**src/rtl/cache_msg_pkg.sv**
```systemverilog
// Shared cache message encodings, default widths and field layout.
// Messages are packed MSB-first: request {type,opaque,addr,len,data},
// response {type,opaque,len,data}; data always sits at bit 0.
package cache_msg_pkg;

    localparam logic [1:0] MSG_READ  = 2'd0;
    localparam logic [1:0] MSG_WRITE = 2'd1;

    localparam int DEF_ADDR_W = 32;
    localparam int DEF_DATA_W = 32;
    localparam int DEF_OPQ_W  = 8;

    function automatic int req_w(input int opq_w, input int addr_w,
                                 input int data_w);
        return 4 + opq_w + addr_w + data_w;
    endfunction

    function automatic int rsp_w(input int opq_w, input int data_w);
        return 4 + opq_w + data_w;
    endfunction

    function automatic int req_addr_lsb(input int data_w);
        return data_w + 2;
    endfunction

    function automatic int req_opq_lsb(input int addr_w, input int data_w);
        return data_w + 2 + addr_w;
    endfunction

    function automatic int req_type_lsb(input int opq_w, input int addr_w,
                                        input int data_w);
        return data_w + 2 + addr_w + opq_w;
    endfunction

    function automatic int rsp_opq_lsb(input int data_w);
        return data_w + 2;
    endfunction

    function automatic int rsp_type_lsb(input int opq_w, input int data_w);
        return data_w + 2 + opq_w;
    endfunction

    typedef enum logic [2:0] {
        ST_IDLE,
        ST_RECONF,
        ST_WR_REQ,
        ST_WR_RESP,
        ST_RD_REQ,
        ST_RD_RESP,
        ST_DONE
    } tg_state_e;

endpackage

```
**src/rtl/cache_req_traffic_gen_if.sv**
```systemverilog
// Cache request/response valid-ready bus between generator and cache.
// master: drives requests, accepts responses; slave: the cache side.
interface cache_req_traffic_gen_if
    import cache_msg_pkg::*;
#(
    parameter int ADDR_W = DEF_ADDR_W,
    parameter int DATA_W = DEF_DATA_W,
    parameter int OPQ_W  = DEF_OPQ_W
);

    localparam int REQ_W = req_w(OPQ_W, ADDR_W, DATA_W);
    localparam int RSP_W = rsp_w(OPQ_W, DATA_W);

    logic [REQ_W-1:0] cachereq_msg;
    logic             cachereq_val;
    logic             cachereq_rdy;
    logic [RSP_W-1:0] cacheresp_msg;
    logic             cacheresp_val;
    logic             cacheresp_rdy;

    modport master (
        output cachereq_msg, cachereq_val,
        input  cachereq_rdy,
        input  cacheresp_msg, cacheresp_val,
        output cacheresp_rdy
    );

    modport slave (
        input  cachereq_msg, cachereq_val,
        output cachereq_rdy,
        output cacheresp_msg, cacheresp_val,
        input  cacheresp_rdy
    );

endinterface

```
**src/rtl/cache_resp_checker.sv**
```systemverilog
// Compares an accepted cache response against the expected type/opaque
// (and data on reads). Ports: resp_fire/resp_msg in, exp_* in, err out.
module cache_resp_checker
    import cache_msg_pkg::*;
#(
    parameter int OPQ_W  = DEF_OPQ_W,
    parameter int DATA_W = DEF_DATA_W,
    localparam int RSP_W = rsp_w(OPQ_W, DATA_W)
) (
    input  logic              resp_fire,
    input  logic [RSP_W-1:0]  resp_msg,
    input  logic [1:0]        exp_type,
    input  logic [OPQ_W-1:0]  exp_opq,
    input  logic [DATA_W-1:0] exp_data,
    input  logic              chk_data,
    output logic              err
);

    localparam int TYPE_LSB = rsp_type_lsb(OPQ_W, DATA_W);
    localparam int OPQ_LSB  = rsp_opq_lsb(DATA_W);

    logic [1:0]        rsp_type;
    logic [OPQ_W-1:0]  rsp_opq;
    logic [DATA_W-1:0] rsp_data;
    logic              unused_len;

    assign rsp_type   = resp_msg[TYPE_LSB +: 2];
    assign rsp_opq    = resp_msg[OPQ_LSB +: OPQ_W];
    assign rsp_data   = resp_msg[0 +: DATA_W];
    assign unused_len = ^resp_msg[DATA_W +: 2];

    // One pulse per accepted response, however many fields disagree.
    assign err = resp_fire &&
                 ((rsp_type != exp_type) ||
                  (rsp_opq != exp_opq) ||
                  (chk_data && (rsp_data != exp_data)));

endmodule

```
**src/rtl/cache_req_traffic_gen.sv**
```systemverilog
// Cache traffic generator: applies a cache mode, issues NUM_REQ writes
// then NUM_REQ reads of a strided pattern and counts response mismatches.
// Ports: clk, reset (sync, high), start, cfg_mode -> reconfiguration,
// bus (master side of cache_req_traffic_gen_if), busy/done/timeout,
// err_cnt. Define CACHE_TRAFFIC_TIMEOUT_EN to add the response watchdog.
module cache_req_traffic_gen
    import cache_msg_pkg::*;
#(
    parameter int                ADDR_W      = DEF_ADDR_W,
    parameter int                DATA_W      = DEF_DATA_W,
    parameter int                OPQ_W       = DEF_OPQ_W,
    parameter int                NUM_REQ     = 4,
    parameter logic [ADDR_W-1:0] BASE_ADDR   = '0,
    parameter logic [ADDR_W-1:0] ADDR_STRIDE = ADDR_W'(32'h100),
    parameter logic [DATA_W-1:0] DATA_SEED   = DATA_W'(32'h0a0b0c0d),
    parameter logic [DATA_W-1:0] DATA_STEP   = DATA_W'(32'h04040404),
    parameter int                TIMEOUT_CYC = 1024
) (
    input  logic       clk,
    input  logic       reset,
    input  logic       start,
    input  logic [1:0] cfg_mode,
    output logic [1:0] reconfiguration,
    cache_req_traffic_gen_if.master bus,
    output logic       busy,
    output logic       done,
    output logic       timeout,
    output logic [15:0] err_cnt
);

    localparam int IDX_W = (NUM_REQ > 1) ? $clog2(NUM_REQ) : 1;
    localparam logic [IDX_W-1:0] LAST_IDX = IDX_W'(NUM_REQ - 1);

    tg_state_e         state_q, state_d;
    logic [IDX_W-1:0]  idx_q, idx_d;
    logic [ADDR_W-1:0] cur_addr;
    logic [DATA_W-1:0] cur_data;
    logic [OPQ_W-1:0]  cur_opq;
    logic              is_rd, in_resp;
    logic              req_val, resp_rdy;
    logic              req_fire, resp_fire;
    logic              start_ok, chk_err, tmo_hit;

    // Request fields are a pure function of state and idx, so the message
    // cannot move while a request is stalled.
    assign cur_addr = BASE_ADDR + ADDR_W'(idx_q) * ADDR_STRIDE;
    assign cur_data = DATA_SEED + DATA_W'(idx_q) * DATA_STEP;
    assign cur_opq  = OPQ_W'(idx_q);
    assign is_rd    = (state_q == ST_RD_REQ) || (state_q == ST_RD_RESP);
    assign in_resp  = (state_q == ST_WR_RESP) || (state_q == ST_RD_RESP);

    assign bus.cachereq_msg = {is_rd ? MSG_READ : MSG_WRITE, cur_opq,
                               cur_addr, 2'b00,
                               is_rd ? {DATA_W{1'b0}} : cur_data};
    assign bus.cachereq_val  = req_val;
    assign bus.cacheresp_rdy = resp_rdy;

    assign req_fire  = req_val && bus.cachereq_rdy;
    assign resp_fire = resp_rdy && bus.cacheresp_val;
    assign start_ok  = start &&
                       ((state_q == ST_IDLE) || (state_q == ST_DONE));
    assign done      = (state_q == ST_DONE);

    cache_resp_checker #(
        .OPQ_W  (OPQ_W),
        .DATA_W (DATA_W)
    ) u_chk (
        .resp_fire (resp_fire),
        .resp_msg  (bus.cacheresp_msg),
        .exp_type  (is_rd ? MSG_READ : MSG_WRITE),
        .exp_opq   (cur_opq),
        .exp_data  (cur_data),
        .chk_data  (is_rd),
        .err       (chk_err)
    );

    always_comb begin
        state_d  = state_q;
        idx_d    = idx_q;
        req_val  = 1'b0;
        resp_rdy = 1'b0;
        busy     = 1'b0;
        unique case (state_q)
            ST_IDLE, ST_DONE: begin
                if (start) begin
                    state_d = ST_RECONF;
                    idx_d   = '0;
                end
            end
            ST_RECONF: begin
                busy    = 1'b1;
                state_d = ST_WR_REQ;
            end
            ST_WR_REQ: begin
                busy    = 1'b1;
                req_val = 1'b1;
                if (bus.cachereq_rdy) state_d = ST_WR_RESP;
            end
            ST_WR_RESP: begin
                busy     = 1'b1;
                resp_rdy = 1'b1;
                if (bus.cacheresp_val) begin
                    if (idx_q == LAST_IDX) begin
                        idx_d   = '0;
                        state_d = ST_RD_REQ;
                    end else begin
                        idx_d   = idx_q + 1'b1;
                        state_d = ST_WR_REQ;
                    end
                end else if (tmo_hit) begin
                    state_d = ST_DONE;
                end
            end
            ST_RD_REQ: begin
                busy    = 1'b1;
                req_val = 1'b1;
                if (bus.cachereq_rdy) state_d = ST_RD_RESP;
            end
            ST_RD_RESP: begin
                busy     = 1'b1;
                resp_rdy = 1'b1;
                if (bus.cacheresp_val) begin
                    if (idx_q == LAST_IDX) begin
                        state_d = ST_DONE;
                    end else begin
                        idx_d   = idx_q + 1'b1;
                        state_d = ST_RD_REQ;
                    end
                end else if (tmo_hit) begin
                    state_d = ST_DONE;
                end
            end
            default: state_d = ST_IDLE;
        endcase
    end

    always_ff @(posedge clk) begin
        if (reset) begin
            state_q         <= ST_IDLE;
            idx_q           <= '0;
            reconfiguration <= 2'b00;
            err_cnt         <= 16'h0;
        end else begin
            state_q <= state_d;
            idx_q   <= idx_d;
            if (start_ok) begin
                reconfiguration <= cfg_mode;
                err_cnt         <= 16'h0;
            end else if ((chk_err || tmo_hit) && (err_cnt != 16'hFFFF)) begin
                err_cnt <= err_cnt + 16'h1;
            end
        end
    end

`ifdef CACHE_TRAFFIC_TIMEOUT_EN
    localparam int TMO_W = $clog2(TIMEOUT_CYC + 1);

    logic [TMO_W-1:0] tmo_cnt_q;
    logic             timeout_q;

    // A response arriving on the last watchdog cycle still wins.
    assign tmo_hit = in_resp && !bus.cacheresp_val &&
                     (tmo_cnt_q == TMO_W'(TIMEOUT_CYC - 1));
    assign timeout = timeout_q;

    always_ff @(posedge clk) begin
        if (reset) begin
            tmo_cnt_q <= '0;
            timeout_q <= 1'b0;
        end else begin
            if (req_fire) begin
                tmo_cnt_q <= '0;
            end else if (in_resp && !tmo_hit) begin
                tmo_cnt_q <= tmo_cnt_q + 1'b1;
            end
            if (start_ok) begin
                timeout_q <= 1'b0;
            end else if (tmo_hit) begin
                timeout_q <= 1'b1;
            end
        end
    end
`else
    localparam int unused_tmo_cyc = TIMEOUT_CYC;
    logic          unused_sig;

    assign tmo_hit    = 1'b0;
    assign timeout    = 1'b0;
    assign unused_sig = req_fire ^ in_resp;
`endif

endmodule

```
**src/flat_wrapper.sv**
```systemverilog
// flat-port wrapper written by rule: the top's interface ports become plain ports
module cache_req_traffic_gen_flat import cache_msg_pkg::*;
#(
    parameter int                ADDR_W      = DEF_ADDR_W,
    parameter int                DATA_W      = DEF_DATA_W,
    parameter int                OPQ_W       = DEF_OPQ_W,
    parameter int                NUM_REQ     = 4,
    parameter logic [ADDR_W-1:0] BASE_ADDR   = '0,
    parameter logic [ADDR_W-1:0] ADDR_STRIDE = ADDR_W'(32'h100),
    parameter logic [DATA_W-1:0] DATA_SEED   = DATA_W'(32'h0a0b0c0d),
    parameter logic [DATA_W-1:0] DATA_STEP   = DATA_W'(32'h04040404),
    parameter int                TIMEOUT_CYC = 1024
)
  (clk, reset, start, cfg_mode, reconfiguration, busy, done, timeout, err_cnt, bus_cachereq_msg, bus_cachereq_val, bus_cachereq_rdy, bus_cacheresp_msg, bus_cacheresp_val, bus_cacheresp_rdy);
  cache_req_traffic_gen_if #(.ADDR_W(ADDR_W), .DATA_W(DATA_W), .OPQ_W(OPQ_W)) bus_i ();
  input  logic clk;
  input  logic reset;
  input  logic start;
  input  logic [1:0] cfg_mode;
  output logic [1:0] reconfiguration;
  output logic busy;
  output logic done;
  output logic timeout;
  output logic [15:0] err_cnt;
  output wire logic [$bits(bus_i.cachereq_msg)-1:0] bus_cachereq_msg;
  output wire logic [$bits(bus_i.cachereq_val)-1:0] bus_cachereq_val;
  input wire logic [$bits(bus_i.cachereq_rdy)-1:0] bus_cachereq_rdy;
  input wire logic [$bits(bus_i.cacheresp_msg)-1:0] bus_cacheresp_msg;
  input wire logic [$bits(bus_i.cacheresp_val)-1:0] bus_cacheresp_val;
  output wire logic [$bits(bus_i.cacheresp_rdy)-1:0] bus_cacheresp_rdy;
  assign bus_cachereq_msg = bus_i.cachereq_msg;
  assign bus_cachereq_val = bus_i.cachereq_val;
  assign bus_i.cachereq_rdy = bus_cachereq_rdy;
  assign bus_i.cacheresp_msg = bus_cacheresp_msg;
  assign bus_i.cacheresp_val = bus_cacheresp_val;
  assign bus_cacheresp_rdy = bus_i.cacheresp_rdy;
  cache_req_traffic_gen #(.ADDR_W(ADDR_W), .DATA_W(DATA_W), .OPQ_W(OPQ_W), .NUM_REQ(NUM_REQ), .BASE_ADDR(BASE_ADDR), .ADDR_STRIDE(ADDR_STRIDE), .DATA_SEED(DATA_SEED), .DATA_STEP(DATA_STEP), .TIMEOUT_CYC(TIMEOUT_CYC)) u_core (.clk(clk), .reset(reset), .start(start), .cfg_mode(cfg_mode), .reconfiguration(reconfiguration), .bus(bus_i), .busy(busy), .done(done), .timeout(timeout), .err_cnt(err_cnt));
endmodule
```
**config.mk**
```make
export PLATFORM = sky130hd
export DESIGN_NAME = cache_req_traffic_gen_flat
export DESIGN_NICKNAME = d
export VERILOG_FILES = /design/src/rtl/cache_msg_pkg.sv /design/src/rtl/cache_req_traffic_gen_if.sv /design/src/rtl/cache_resp_checker.sv /design/src/rtl/cache_req_traffic_gen.sv /design/src/flat_wrapper.sv
export SDC_FILE = /design/constraint.sdc
export NUM_CORES = 1
export LEC_CHECK = 0
export BUFFER_PORTS_ARGS = -buffer_cell sky130_fd_sc_hd__buf_2
export CAP_MARGIN = 20
export CELL_PAD_IN_SITES_DETAIL_PLACEMENT = 1
export CELL_PAD_IN_SITES_GLOBAL_PLACEMENT = 1
export CORE_ASPECT_RATIO = 0.8
export CORE_MARGIN = 4
export CORE_UTILIZATION = 30
export DETAILED_ROUTE_END_ITERATION = 6
export PLACE_DENSITY_LB_ADDON = 0.1
export REMOVE_ABC_BUFFERS = 1
export SYNTH_ARGS = -nofsm -noshare
export SYNTH_HDL_FRONTEND = slang
export SYNTH_SLANG_ARGS = --single-unit
```
**constraint.sdc**
```tcl
create_clock -name clk -period 3.7 [get_ports clk]
set_input_delay 0.37 -clock clk [delete_from_list [all_inputs] [get_ports clk]]
set_output_delay 0.37 -clock clk [all_outputs]
set_load 0.03 [all_outputs]
```
======== Word level (Yosys, flattened, before mapping) ========
Index checks and enable logic that the tools add are counted.
storage, ports and cells
  flip-flop bits (word level) ............. 23
  input bits .............................. 51
  output and inout port bits .............. 99
  logic and storage cells ................. 62
operators by class
  add/sub/neg operators ................... 3
  multiply operators ...................... 1
  eq/ne operators ......................... 17
  muxes and demuxes ....................... 19
  reduce and logical (&&, ||, !) cells .... 18
operator list
  kind                                                  number
  2-to-1 mux 32 bit                                     1
  inequality test 32 bit                                1
  adder 28 x 29 -> 30 bit (first input constant)        1
  multiplier 2 x 25 -> 27 bit (second input constant)   1
  2-to-1 mux 3 bit                                      6
  case mux 3 bit (6 select lines)                       1
  adder 16 x 1 -> 16 bit (second input constant)        1
  inequality test 16 bit (second input constant)        1
  2-to-1 mux 2 bit                                      6
  inequality test 2 bit (second input constant)         6
  AND reduction 5 bit                                   2
  equality test 3 bit (second input constant)           3
  inequality test 8 x 2 -> 1 bit                        1
  OR reduction 2 bit                                    4
  equality test 3 x 2 -> 1 bit (second input constant)  2
  case mux 2 bit (3 select lines)                       1
  logical AND 1 bit                                     5
  OR reduction 5 bit                                    1
  logical OR 1 bit                                      4
  2-to-1 mux 1 bit                                      4
  equality test 3 x 1 -> 1 bit (second input constant)  1
  zero test 3 bit                                       1
  nonzero test 3 bit                                    1
  adder 2 x 1 -> 2 bit (second input constant)          1
  2 further kinds                                       2

======== Logic depth before layout (Yosys ltp) ========
Gate-level depths: netlist of the first run.
  depth in word-level cells ............... 8
  depth in mapped cells ................... 11
  mapped depth without buffers ............ 8

======== Hierarchy ========
Synthesis of the first run repeated with hierarchy kept, for this count alone.
second synthesis, totals
  cell total of the unflattened synthesis .. 303
  area total of the unflattened synthesis .. 2388.5 µm²
modules (own cells, without submodules)
  module                 times used  cells an instance  area each (µm²)  seq. area each (µm²)
  cache_req_traffic_gen  1           246                1925.6           460.4
  cache_resp_checker     1           57                 462.9            0.0

======== Worst setup path after synthesis of the first run ========
Ideal clock, no wire load.
  path type ............................... reg2reg
  start ................................... reg u_core.idx_q[0]
  end ..................................... reg u_core.err_cnt[4]
  setup time .............................. 70 ps
  arrival ................................. 2406 ps
  required time ........................... 3630 ps
  setup slack ............................. 1224 ps
  cell stages (with the launch flop) ...... 11
  path buffers ............................ 2
  period minus slack after synthesis ...... 2476 ps
  path through ............................ dfxtp_1 buf_2 inv_1 ha_1 and3b_1 a21oi_1 nor4_2 and3_4 buf_2 or4_1 a21oi_1
on the way
  word-level cells in the longest chain between the ends .. 7
  elaborated cells on any way between the ends .. 9
  classes of those cells .................. add/sub: 1; mul: 1; eq/ne: 2; reduce/logical: 5
ends and longest elaborated chain
  element                      line                          text
  start: declaration           cache_req_traffic_gen.sv:35   logic [IDX_W-1:0] idx_q, idx_d;
  start signal: assignment     cache_req_traffic_gen.sv:145  idx_q <= idx_d;
  multiplier 2 x 25 -> 27 bit  cache_req_traffic_gen.sv:47   assign cur_data = DATA_SEED + DATA_W'(idx_q) * DATA_STEP;
  adder 28 x 29 -> 30 bit      cache_req_traffic_gen.sv:47
  inequality test 32 bit       cache_resp_checker.sv:36      (chk_data && (rsp_data != exp_data)));
  logical AND 1 bit            cache_resp_checker.sv:36
  logical OR 1 bit *           cache_resp_checker.sv:35      (rsp_opq != exp_opq) ||
  logical AND 1 bit *          cache_resp_checker.sv:33      assign err = resp_fire &&
  logical AND 1 bit *          cache_req_traffic_gen.sv:149  end else if ((chk_err || tmo_hit) && (err_cnt != 16'hFFFF)) begin
  end signal: assignment       cache_req_traffic_gen.sv:150  err_cnt <= err_cnt + 16'h1;
  end: declaration             cache_req_traffic_gen.sv:28   output logic [15:0] err_cnt
Every way passes the cells marked *; elsewhere a longest branch is shown, timed or not.
A chain may end at the register's enable or synchronous reset.

======== Worst setup path in the final report of the first run ========
  start ................................... reg u_core.state_q[1]
  end ..................................... reg u_core.err_cnt[4]
on the way
  word-level cells in the longest chain between the ends .. 8
  elaborated cells on any way between the ends .. 19
  classes of those cells .................. eq/ne: 5; mux: 2; reduce/logical: 12
ends and longest elaborated chain
  element                                        line                                                      text
  start: declaration                             cache_req_traffic_gen.sv:34                               tg_state_e state_q, state_d;
  start signal: assignment                       cache_req_traffic_gen.sv:144                              state_q <= state_d;
  equality test 3 bit, on equally long branches  cache_req_traffic_gen.sv:49, cache_req_traffic_gen.sv:83
  logical OR 1 bit                               cache_req_traffic_gen.sv:49                               assign is_rd = (state_q == ST_RD_REQ) || (state_q == ST_RD_RESP);
  2-to-1 mux 1 bit                               cache_req_traffic_gen.sv:70                               .exp_type (is_rd ? MSG_READ : MSG_WRITE),
  inequality test 2 bit                          cache_resp_checker.sv:34                                  ((rsp_type != exp_type) ||
  logical OR 1 bit                               cache_resp_checker.sv:34
  logical OR 1 bit                               cache_resp_checker.sv:35
  logical AND 1 bit                              cache_resp_checker.sv:33
  logical AND 1 bit                              cache_req_traffic_gen.sv:149
Parallel ways exist; a longest one is shown, timed or not.

==> key figures, run 1 <==
Route
  – Post-DR wirelength/cell: 13.8 um
  – Residual antenna-violating net count after detailed routing: 0
  – Detailed-route DRC error count: 0
  – Final wirelength: 5.96 mm
  – DRT iter0 DRCs: 32
  – Number of vias per cell after detailed routing: 4.65
  – Total number of vias: 2002
  – Router iterations before antenna repair: 4

Floorplan
  – Starting utilization of the core area: 0.309
  – FP Rows: 27
  – Placeable core area: 0.00689 mm^2
  – Top-level port count: 150
  – Vertical die dimension: 83.3 um
  – Overall die area: 0.00851 mm^2
  – Horizontal extent of the die: 102 um

Placed design
  – Total of buffers placed on input and output ports: 91
  – Half-perimeter wire length after detailed placement: 4.91 mm
  – Global placer's final weighted congestion: 0.770

Logic synthesis
  – Asr flop ratio synth: 0
  – Post-synthesis register bit count: 23
  – Compound-Gate Fraction of Synth Area: 0.106
  – Combined area of all synthesized cells: 0.00213 mm^2
  – Share of synthesized cell area in and, or, nand and nor gates: 0.305
  – Top flip-flop cell by instance count after synthesis: dfxtp_1
  – XOR/XNOR share of the synthesized area: 0.0212
  – Post-synthesis adder-cell area fraction: 0.0176
  – Sequential element share of the synthesized area: 0.216
  – Fraction of synthesized area in multiplexers: 0.0282
  – Count of flip-flops with a built-in enable after synthesis: 0
  – Yosys warning count: 0
  – Largest family of logic cells by synthesized area: simple AND/OR/NAND/NOR gates
  – Average footprint of a synthesized cell: 7.73 um^2
  – Synth cell types: 47
  – Cell count after synthesis: 275

Layout
  – Most common library cell in the layout ignoring fill and taps: buf_2
  – Layout-stage area growth over the synthesis result: 9.06%
  – Antenna diode count: 0
  – Number of filler instances in the final layout: 931
  – Commonest non-fill, non-tap cells in the layout: 91 x buf_2, 56 x conb_1, 25 x nor2_1, 23 x dfxtp_1, 22 x nand2_1
  – Ratio of cells with drive above 1 in the final layout: 0.299
  – Final Util: 0.337
  – Post-layout net count: 399

Global route
  – Via count of the first global-routing pass: 1895
  – Wire length of the first global-routing pass: 9.51 mm
  – Global route total overflow: 0
  – Number of antenna violations at the first check in global routing: 0
  – Global-route usage over all layers: 0.135
  – Largest net degree at the start of global routing: 31

Clock tree
  – Clock transition at the registers of the reported paths: 0.08 ns
  – Insertion delay to the later sink of the worst-skew pair: 0.27 ns
  – CTS max path bufs: 2
  – Clock buffer count from CTS: 3
  – H-tree Lvls: 1
  – CTS tree: done
  – Number of setup buffers added after CTS: 0
  – Cts-stage hold buffer count: 0
  – Number of clock sinks: 23
  – Root Buffer: clkbuf_8
  – Quantity of gates resized following cts: 0

Critical path
  – Highest fanout seen on the critical path: 11
  – Worst Path Buf+Inv: 0
  – Crit path max-delay cell type: dfxtp_1
  – Crit path kind: reg2reg
  – Delay contributed by the slowest stage of the critical path: 0.64 ns
  – Crit path max-delay family: simple AND/OR/NAND/NOR gates
  – Category of the worst setup path capture point: register
  – Worst-path cell chain: xor2_4 -> and2_1 -> o211a_1 -> nand2_1 -> or4_1 -> a21oi_1
  – Data required time at the worst endpoint: 3.90 ns
  – Arrival time at the worst endpoint: 2.79 ns
  – Kind of start point of the critical path: register

Power and ir drop
  – VDD IR-drop max: 0.0000935 V
  – Leakage power: 0.00110 uW
  – PD cells: 250 mW/mm^2

Timing
  – Worst-margin pin slew: 0.815 ns
  – Finish-stage setup viols: 0
  – Post-layout minimum cycle time: 2.59 ns
  – Maximum operating frequency: 386 MHz
  – Worst Clk Skew: 0.00125 ns
  – Ratio of final minimum period to clock period: 0.701
  – Total negative setup slack: 0 ns
  – Max Slew Vio Count: 0
  – Hold violation count in the final report: 0
  – Max transition margin: 0.455
  – RSZ-0062 raised after global routing: no

Job
  – Max-cap viol count: 0

Hold path
  – Path type of the worst min-delay path: in2reg

Run status
  – Result of the run: completed
-- cell families (layout without fill, tap and decap cells) --
family | count (synthesis) | in the layout
buffers and inverters | 86 | 100
other | 1 | 56
and+or+nand+nor | 116 | 116
AOI/OAI and AO/OA | 37 | 37
muxes | 6 | 6
DFF | 23 | 23
adders and majority gates | 3 | 3
xor gates and xnor gates | 3 | 3
-- synth_stat cells (3+ instances only) --
cell type	count	share of area
nand2_1	22	0.039
o211ai_1	7	0.025
nor4bb_1	3	0.014
buf_4	69	0.24
or3_1	5	0.015
dfxtp_1	23	0.22
buf_2	3	0.0071
buf_6	4	0.021
mux2i_1	6	0.028
o31ai_1	5	0.018
nor2_1	25	0.044
nand4_1	6	0.018
or4_1	13	0.046
ha_1	3	0.018
a21oi_1	16	0.038
o21ai_0	3	0.0071
and3_1	4	0.012
inv_1	4	0.0071
nor3_1	4	0.0094
nand3_1	15	0.035
-- report_power, final --
part           switching, uW  internal [uW]
combinational            123           37.4
clock                   86.7           75.4
sequential              7.64            251
-- stage by stage --
| step | power, uW | cell area (um^2) | setup slack, ns | cells | hold WS [ns] |
|---|---|---|---|---|---|
| detailed placement | 424 | 2270 | 1.08 | 427 | 0.485 |
| CTS | 588 | 2320 | 1.03 | 431 | 0.329 |
| finish | 581 | 2320 | 1.11 | 431 | 0.331 |
| global placement | 422 | 2270 | 1.19 | 427 | 0.472 |
| floorplan | 379 | 1710 | 1.07 | 249 | 0.439 |
| global route | 615 | 2320 | 0.868 | 431 | 0.362 |
-- final cells by class --
type | instances | area, um^2 | area share
multi-input combinational | 221 | 1230 | 0.529
sequential | 23 | 460 | 0.198
clock inverter | 1 | 5.00 | 0.00216
inverter | 5 | 21.3 | 0.00917
tap | 87 | 109 | 0.0469
timing repair buffer | 91 | 455 | 0.196
clock buffer | 3 | 41.3 | 0.0178
-- routing by layer --
layer / share of wire / track usage / up-vias
li1: - / - / 982
met1: 0.41 / 0.162 / 951
met2: 0.52 / 0.247 / 65
met3: 0.065 / 0.0294 / 4
met4: 0.0055 / 0.0215 / 0
met5: 0 / 0 / -
-- final timing paths --
| kind | slack, ns | endpoint | cells after the start | startpoint |
|---|---|---|---|---|
| worst max-delay path | 1.11 | u_core.err_cnt[4] | 6 | u_core.state_q[1] |
| worst min-delay path | 0.33 | u_core.reconfiguration[0] | 3 | cfg_mode[0] |
| worst max register to register | 1.11 | u_core.err_cnt[4] | 6 | u_core.state_q[1] |
| worst min register to register | 0.49 | u_core.reconfiguration[1] | 2 | u_core.reconfiguration[1] |
-- sequential cells by signal (all words and copies together) (netlist names) --
register,flops
u_core.idx_q,2
u_core.state_q,3
u_core.err_cnt,16
u_core.reconfiguration,2
-- worst register-to-register path: stages (launching register included) --
cell and delay [ns]:
dfxtp_1 0.64, xor2_4 0.23, and2_1 0.22, o211a_1 0.37, nand2_1 0.32, or4_1 0.58
a21oi_1 0.17
Power figures use the tool's default switching activity.
==> run 2: changes to the inputs <==
--- a/config.mk
+++ b/config.mk
@@ -11,7 +11,7 @@
 export CELL_PAD_IN_SITES_GLOBAL_PLACEMENT = 1
 export CORE_ASPECT_RATIO = 0.8
 export CORE_MARGIN = 4
-export CORE_UTILIZATION = 30
+export CORE_UTILIZATION = 28
 export DETAILED_ROUTE_END_ITERATION = 6
 export PLACE_DENSITY_LB_ADDON = 0.1
 export REMOVE_ABC_BUFFERS = 1
==> constraint.sdc (replaced) <==
create_clock -name clk -period 2.6 [get_ports clk]
set_input_delay 0.26 -clock clk [delete_from_list [all_inputs] [get_ports clk]]
set_output_delay 0.26 -clock clk [all_outputs]
set_load 0.03 [all_outputs]
==> run 2 against run 1 <==
Compared with the run above: routed wire length increased by 2.6%; worst hold slack worse by 0.10 ns; largest cell class unchanged; sequential power rose by 41%; cell count grew 6.0%; worst setup slack lost 0.87 ns; fmax is 9.9% higher; die area is 6.5% higher; critical path depth stayed put.
==> key figures, run 2 (synthesized netlist as in run 1, its figures left out) <==
Clock tree
  – Insertion delay to the later sink of the worst-skew pair: 0.27 ns (about the same)
  – Clock buffer count from CTS: 3 (unchanged)
  – Quantity of gates resized following cts: 0 (unchanged)
  – Cts-stage hold buffer count: 0 (unchanged)
  – Root Buffer: clkbuf_8
  – CTS tree: done
  – Number of clock sinks: 23 (unchanged)
  – Number of setup buffers added after CTS: 0 (unchanged)
  – H-tree Lvls: 1 (unchanged)
  – CTS max path bufs: 2 (unchanged)
  – Clock transition at the registers of the reported paths: 0.09 ns (about the same)

Placed design
  – Total of buffers placed on input and output ports: 91 (unchanged)
  – Global placer's final weighted congestion: 0.764 (-0.81%)
  – Count of placed standard cells including taps: 453 (+6.1%)
  – Half-perimeter wire length after detailed placement: 5.02 mm (+2.1%)
  – Pre-CTS setup slack: 0.268 ns (-0.812 ns)
  – Dpl cell area: 0.00236 mm^2 (+3.6%)

Hold path
  – Origin of the worst min-delay path: cfg_mode[0]
  – Hold path cells: 3 (unchanged)
  – Path type of the worst min-delay path: in2reg
  – Hold path endpoint: u_core.reconfiguration[0]

Power and ir drop
  – Leakage power: 0.00114 uW (+3.5%)
  – PD cells: 349 mW/mm^2 (+39%)
  – VDD IR-drop max: 0.000154 V (+65%)

Run status
  – Result of the run: completed

Floorplan
  – Placeable core area: 0.00739 mm^2 (+7.3%)
  – Overall die area: 0.00906 mm^2 (+6.5%)
  – FP Rows: 28 (+3.7%)
  – Vertical die dimension: 86.0 um (+3.2%)
  – Horizontal extent of the die: 105 um (+3.2%)
  – Top-level port count: 150 (unchanged)
  – Starting utilization of the core area: 0.288 (-0.0209)

Critical path
  – R2r setup slk: 0.24 ns (-0.87 ns)
  – Kind of start point of the critical path: register
  – Cell repeated most along the worst path: or4_1
  – Category of the worst setup path capture point: register
  – Worst R2R End: u_core.err_cnt[12]
  – Data required time at the worst endpoint: 2.75 ns (-1.15 ns)
  – Crit path max-delay cell type: or4_1
  – Crit path kind: reg2reg
  – Arrival time at the worst endpoint: 2.51 ns (-0.28 ns)
  – Delay contributed by the slowest stage of the critical path: 0.63 ns (about the same)
  – Reg-to-reg critical path startpoint: u_core.err_cnt[3]
  – Highest fanout seen on the critical path: 11 (unchanged)
  – Reg2reg path depth: 6 (unchanged)
  – Worst-path cell chain: nand4_1 -> or3_1 -> or4_1 -> nand2_1 -> or4_1 -> a21oi_1
  – Worst Path Buf+Inv: 0 (unchanged)
  – Crit path max-delay family: simple AND/OR/NAND/NOR gates

Timing
  – Hold violation count in the final report: 0 (unchanged)
  – Total negative setup slack: 0 ns (unchanged)
  – Hold Worst Slack: 0.228 ns (-0.104 ns)
  – Finish-stage setup viols: 0 (unchanged)
  – Max Slew Vio Count: 0 (unchanged)
  – RSZ-0062 raised after global routing: no
  – Ratio of final minimum period to clock period: 0.907 (+0.206)
  – Maximum operating frequency: 424 MHz (+9.9%)
  – Worst Clk Skew: 0.00526 ns (+0.00401 ns)
  – Slack of the critical path: 0.241 ns (-0.866 ns)
  – Post-layout minimum cycle time: 2.36 ns (-0.234 ns)

Layout
  – Leading registers by flop count: u_core.err_cnt (16), u_core.state_q (3)
  – Flip-flop count of the largest register after layout: 16 (unchanged)
  – Largest Register: u_core.err_cnt
  – Antenna diode count: 0 (unchanged)
  – Layout-stage area growth over the synthesis result: 12.9%
  – Filler-free cell count of the finished design: 457 (+6.0%)
  – Ratio of cells with drive above 1 in the final layout: 0.313 (+0.0131)
  – Post-layout instance area: 0.00240 mm^2 (+3.5%)
  – Most common library cell in the layout ignoring fill and taps: buf_2
  – Post-layout net count: 407 (+2.0%)
  – Commonest non-fill, non-tap cells in the layout: 91 x buf_2, 56 x conb_1, 25 x nor2_1, 23 x dfxtp_1, 22 x nand2_1

Global route
  – Global route total overflow: 0 (unchanged)
  – Number of antenna violations at the first check in global routing: 0 (unchanged)
  – Global-route usage over all layers: 0.134 (-0.00126)
  – Largest net degree at the start of global routing: 31 (unchanged)
  – Wire length of the first global-routing pass: 9.84 mm (+3.5%)
  – Via count of the first global-routing pass: 1931 (+1.9%)

Route
  – Final wirelength: 6.11 mm (+2.6%)
  – Detailed-route DRC error count: 0 (unchanged)
  – DRT iter0 DRCs: 82 (+160%)
  – Post-DR wirelength/cell: 13.4 um (-3.3%)
  – Router iterations before antenna repair: 4 (unchanged)
  – Total number of vias: 2018 (+0.80%)
  – Residual antenna-violating net count after detailed routing: 0 (unchanged)
  – Number of vias per cell after detailed routing: 4.42 (-4.9%)

Job
  – Max-cap viol count: 0 (unchanged)
run 2: worst reg2reg max path: cells and delay by family (launching register included):
kind,cells,cell delay (ns)
compound gates,1,0.06
flops,1,0.44
simple gates,5,1.75
run 2: area by class of cell:
class                           count  area (um^2)
Multi-Input combinational cell    221         1230
Inverter                            5         21.3
Fill cell                         958         4990
Clock buffer                        4         45.0
Sequential cell                    23          460
Tap cell                          105          131
Timing Repair Buffer               99          515
run 2: routing by layer:
| layer | vias up | global-route usage | routed length, um |
|---|---|---|---|
| li1 | 995 | - | - |
| met1 | 948 | 0.175 | 2760 |
| met2 | 69 | 0.224 | 2890 |
| met3 | 6 | 0.0301 | 400 |
| met4 | 0 | 0.0334 | 65 |
| met5 | - | 0 | 0 |
run 2: worst max-delay path by stage:
stage	end	start	depth (start not counted)	slack [ns]
floorplan	u_core.err_cnt[15]	u_core.idx_q[0]	8	-0.03
global placement	u_core.err_cnt[4]	u_core.err_cnt[4]	6	0.27
detailed placement	u_core.err_cnt[12]	u_core.err_cnt[3]	6	0.27
CTS	u_core.err_cnt[12]	u_core.err_cnt[3]	6	0.24
global route	u_core.err_cnt[11]	u_core.state_q[1]	7	0.05
finish	u_core.err_cnt[12]	u_core.err_cnt[3]	6	0.24
run 2: stage by stage:
step | total power, uW | utilization
after floorplan | 540 | -
after global placement | 608 | 0.319
after detailed placement | 611 | 0.319
after CTS | 849 | 0.325
after global routing | 886 | 0.325
final | 838 | 0.325
run 2: power by group:
group,internal (uW),switching (uW)
Clock,110,125
Combinational,58.9,181
Sequential,357,6.89
Total,526,313
==> run 3: changes to the inputs <==
--- a/config.mk
+++ b/config.mk
@@ -5,6 +5,7 @@
 export SDC_FILE = /design/constraint.sdc
 export NUM_CORES = 1
 export LEC_CHECK = 0
+export ABC_AREA = 1
 export BUFFER_PORTS_ARGS = -buffer_cell sky130_fd_sc_hd__buf_2
 export CAP_MARGIN = 20
 export CELL_PAD_IN_SITES_DETAIL_PLACEMENT = 1
==> run 3 against run 2 <==
Compared with the run above: worst setup slack improved by 0.36 ns; non-clock buffer count down 5; largest cell class unchanged; sequential power is 15% higher; critical endpoint is now u_core.err_cnt[1]; core utilization increased by 0.53 points; highest routed layer unchanged; via count up 19%.
==> key figures, run 3 <==
Run status
  – Result of the run: completed

Clock tree
  – Number of setup buffers added after CTS: 0 (unchanged)
  – Root Buffer: clkbuf_8
  – Clock transition at the registers of the reported paths: 0.09 ns (about the same)
  – Number of clock sinks: 23 (unchanged)
  – Cts-stage hold buffer count: 0 (unchanged)
  – CTS tree: done
  – H-tree Lvls: 1 (unchanged)
  – CTS max path bufs: 2 (unchanged)
  – Clock buffer count from CTS: 3 (unchanged)
  – Quantity of gates resized following cts: 0 (unchanged)
  – Insertion delay to the later sink of the worst-skew pair: 0.27 ns (about the same)

Logic synthesis
  – Sequential element share of the synthesized area: 0.195 (-0.0220)
  – Top flip-flop cell by instance count after synthesis: dfxtp_1
  – Count of flip-flops with a built-in enable after synthesis: 0 (unchanged)
  – Asr flop ratio synth: 0 (unchanged)
  – Cell type contributing the most total cell area after synthesis: buf_4
  – Average footprint of a synthesized cell: 6.16 um^2 (-20%)
  – Most frequent cells after synthesis: 76 x nand2_1, 69 x buf_4, 55 x nor2_1
  – Yosys warning count: 0 (unchanged)
  – Synth cell types: 32 (-32%)
  – Portion of synthesized cell area occupied by the leading cell type: 0.219 (-0.0247)
  – Ranking of synthesized cells by area: buf_4 22%, dfxtp_1 19%, nand2_1 12%
  – Top-count cell post-synth: nand2_1
  – Post-synthesis register bit count: 23 (unchanged)
  – Combined area of all synthesized cells: 0.00237 mm^2 (+11%)
  – Cell count after synthesis: 384 (+40%)

Floorplan
  – FP Rows: 29 (+3.6%)
  – Top-level port count: 150 (unchanged)
  – Overall die area: 0.0100 mm^2 (+10%)
  – Placeable core area: 0.00809 mm^2 (+9.5%)
  – Horizontal extent of the die: 111 um (+5.1%)
  – Vertical die dimension: 90.2 um (+5.0%)
  – Starting utilization of the core area: 0.293 (+0.00482)

Layout
  – Commonest non-fill, non-tap cells in the layout: 91 x buf_2, 76 x nand2_1, 56 x conb_1, 55 x nor2_1, 53 x inv_1
  – Post-layout net count: 518 (+27%)
  – Leading registers by flop count: u_core.err_cnt (16), u_core.state_q (3)
  – Flip-flop count of the largest register after layout: 16 (unchanged)
  – Antenna diode count: 0 (unchanged)
  – Layout-stage area growth over the synthesis result: 12.8% (about the same)
  – Largest Register: u_core.err_cnt
  – Ratio of cells with drive above 1 in the final layout: 0.261 (-0.0512)
  – Most common library cell in the layout ignoring fill and taps: buf_2
  – Final Util: 0.330 (+0.00532)
  – Filler-free cell count of the finished design: 571 (+25%)

Timing
  – RSZ-0062 raised after global routing: no
  – Total negative setup slack: 0 ns (unchanged)
  – Max transition margin: 0.590
  – Post-layout minimum cycle time: 2.00 ns (-0.363 ns)
  – Max Slew Vio Count: 0 (unchanged)
  – Finish-stage setup viols: 0 (unchanged)
  – Maximum operating frequency: 501 MHz (+18%)
  – Worst Clk Skew: 0.00260 ns (-0.00267 ns)
  – Worst-margin pin slew: 0.614 ns
  – Hold violation count in the final report: 0 (unchanged)
  – Ratio of final minimum period to clock period: 0.768 (-0.140)

Route
  – Final wirelength: 7.02 mm (+15%)
  – Total number of vias: 2401 (+19%)
  – Post-DR wirelength/cell: 12.3 um (-8.0%)
  – DRT iter0 DRCs: 71 (-13%)
  – Number of vias per cell after detailed routing: 4.20 (-4.8%)
  – Router iterations before antenna repair: 4 (unchanged)
  – Residual antenna-violating net count after detailed routing: 0 (unchanged)
  – Detailed-route DRC error count: 0 (unchanged)

Critical path
  – Highest fanout seen on the critical path: 27 (+16)
  – Crit path kind: reg2reg
  – Kind of start point of the critical path: register
  – Arrival time at the worst endpoint: 2.21 ns (-0.30 ns)
  – Category of the worst setup path capture point: register
  – Data required time at the worst endpoint: 2.81 ns (+0.06 ns)

Power and ir drop
  – PD cells: 575 mW/mm^2 (+65%)
  – Part of the total power dissipated in the clock network: 0.150 (-0.130)
  – Share of total power consumed by net switching: 0.525 (+0.152)
  – Combinational group share of total power: 0.577 (+0.291)
  – Leakage power: 0.00145 uW (+27%)
  – Sw power: 807 uW (+160%)
  – Part of the power in registers: 0.273 (-0.161)
  – Internal Pwr Total: 730 uW (+39%)
  – VDD IR-drop max: 0.000290 V (+88%)

Job
  – Max-cap viol count: 0 (unchanged)

Hold path
  – Path type of the worst min-delay path: in2reg

Global route
  – Global route total overflow: 0 (unchanged)
  – Global-route usage over all layers: 0.133 (-0.000591)
  – Number of antenna violations at the first check in global routing: 0 (unchanged)
  – Wire length of the first global-routing pass: 11.3 mm (+15%)
  – Largest net degree at the start of global routing: 28 (-9.7%)
  – Via count of the first global-routing pass: 2277 (+18%)

Placed design
  – Total of buffers placed on input and output ports: 91 (unchanged)
  – Global placer's final weighted congestion: 0.797 (+4.3%)
  – Half-perimeter wire length after detailed placement: 5.83 mm (+16%)
  – Count of placed standard cells including taps: 567 (+25%)
## run 3: path summary, 6_finish.rpt
check                       startpoint                   endpoint  slack, ns  depth (start not counted)
max reg2reg            u_core.idx_q[0]          u_core.err_cnt[1]       0.60                         13
min                              reset            u_core.idx_q[1]       0.21                          2
max                    u_core.idx_q[0]          u_core.err_cnt[1]       0.60                         13
min reg2reg  u_core.reconfiguration[1]  u_core.reconfiguration[1]       0.53                          2
## run 3: cell type report
class,instances,area [um^2]
clock buffers,3,41.3
clock inverters,1,5.00
fillers,1143,5420
inverters,57,214
multi-input cells,285,1340
flip-flops and latches,23,460
well taps,108,135
repair buffers,94,478
## run 3: routing by layer
metal,wire length (um),GRT usage,up-vias
met2,3170,0.225,99
met5,0,0,-
met3,488,0.0255,2
li1,-,-,1223
met1,3340,0.178,1077
met4,28,0.0246,0
## run 3: cell families after synthesis
group	after synthesis	share of synthesized area
other cells	1	0.00158
flops	23	0.195
buf+inv	131	0.328
simple gates	199	0.383
xor+xnor	8	0.0328
compound gates	19	0.0444
fa+ha+maj	3	0.0159
## run 3: power by group through the flow
stage,Sequential [uW],Combinational [uW],Clock (uW)
6_report,420,886,230
5_1_grt,426,969,265
4_1_cts,421,895,251
3_5_place_dp,429,893,0
3_3_place_gp,428,874,0
2_1_floorplan,491,572,0
## run 3: through the flow
stage	instance area (um^2)	hold slack [ns]	worst slack, ns	total power [uW]
CTS	2670	0.197	0.560	1570
finish	2670	0.212	0.604	1540
floorplan	2010	0.329	0.168	1060
global route	2670	0.205	0.378	1660
global placement	2630	0.487	0.647	1300
detailed placement	2630	0.499	0.583	1320
## run 3: critical path, cell delays in order, from the launching register on
cell     delay (ns)
dfxtp_1        0.36
inv_2          0.07
ha_1           0.39
xnor2_1        0.19
nor2_1         0.05
nand2_1        0.06
nor2_1         0.04
nand2_1        0.06
nand2_1        0.07
nand2_4        0.24
nand3_2        0.17
nand2_1        0.10
nand2_1        0.05
nor2_1         0.08
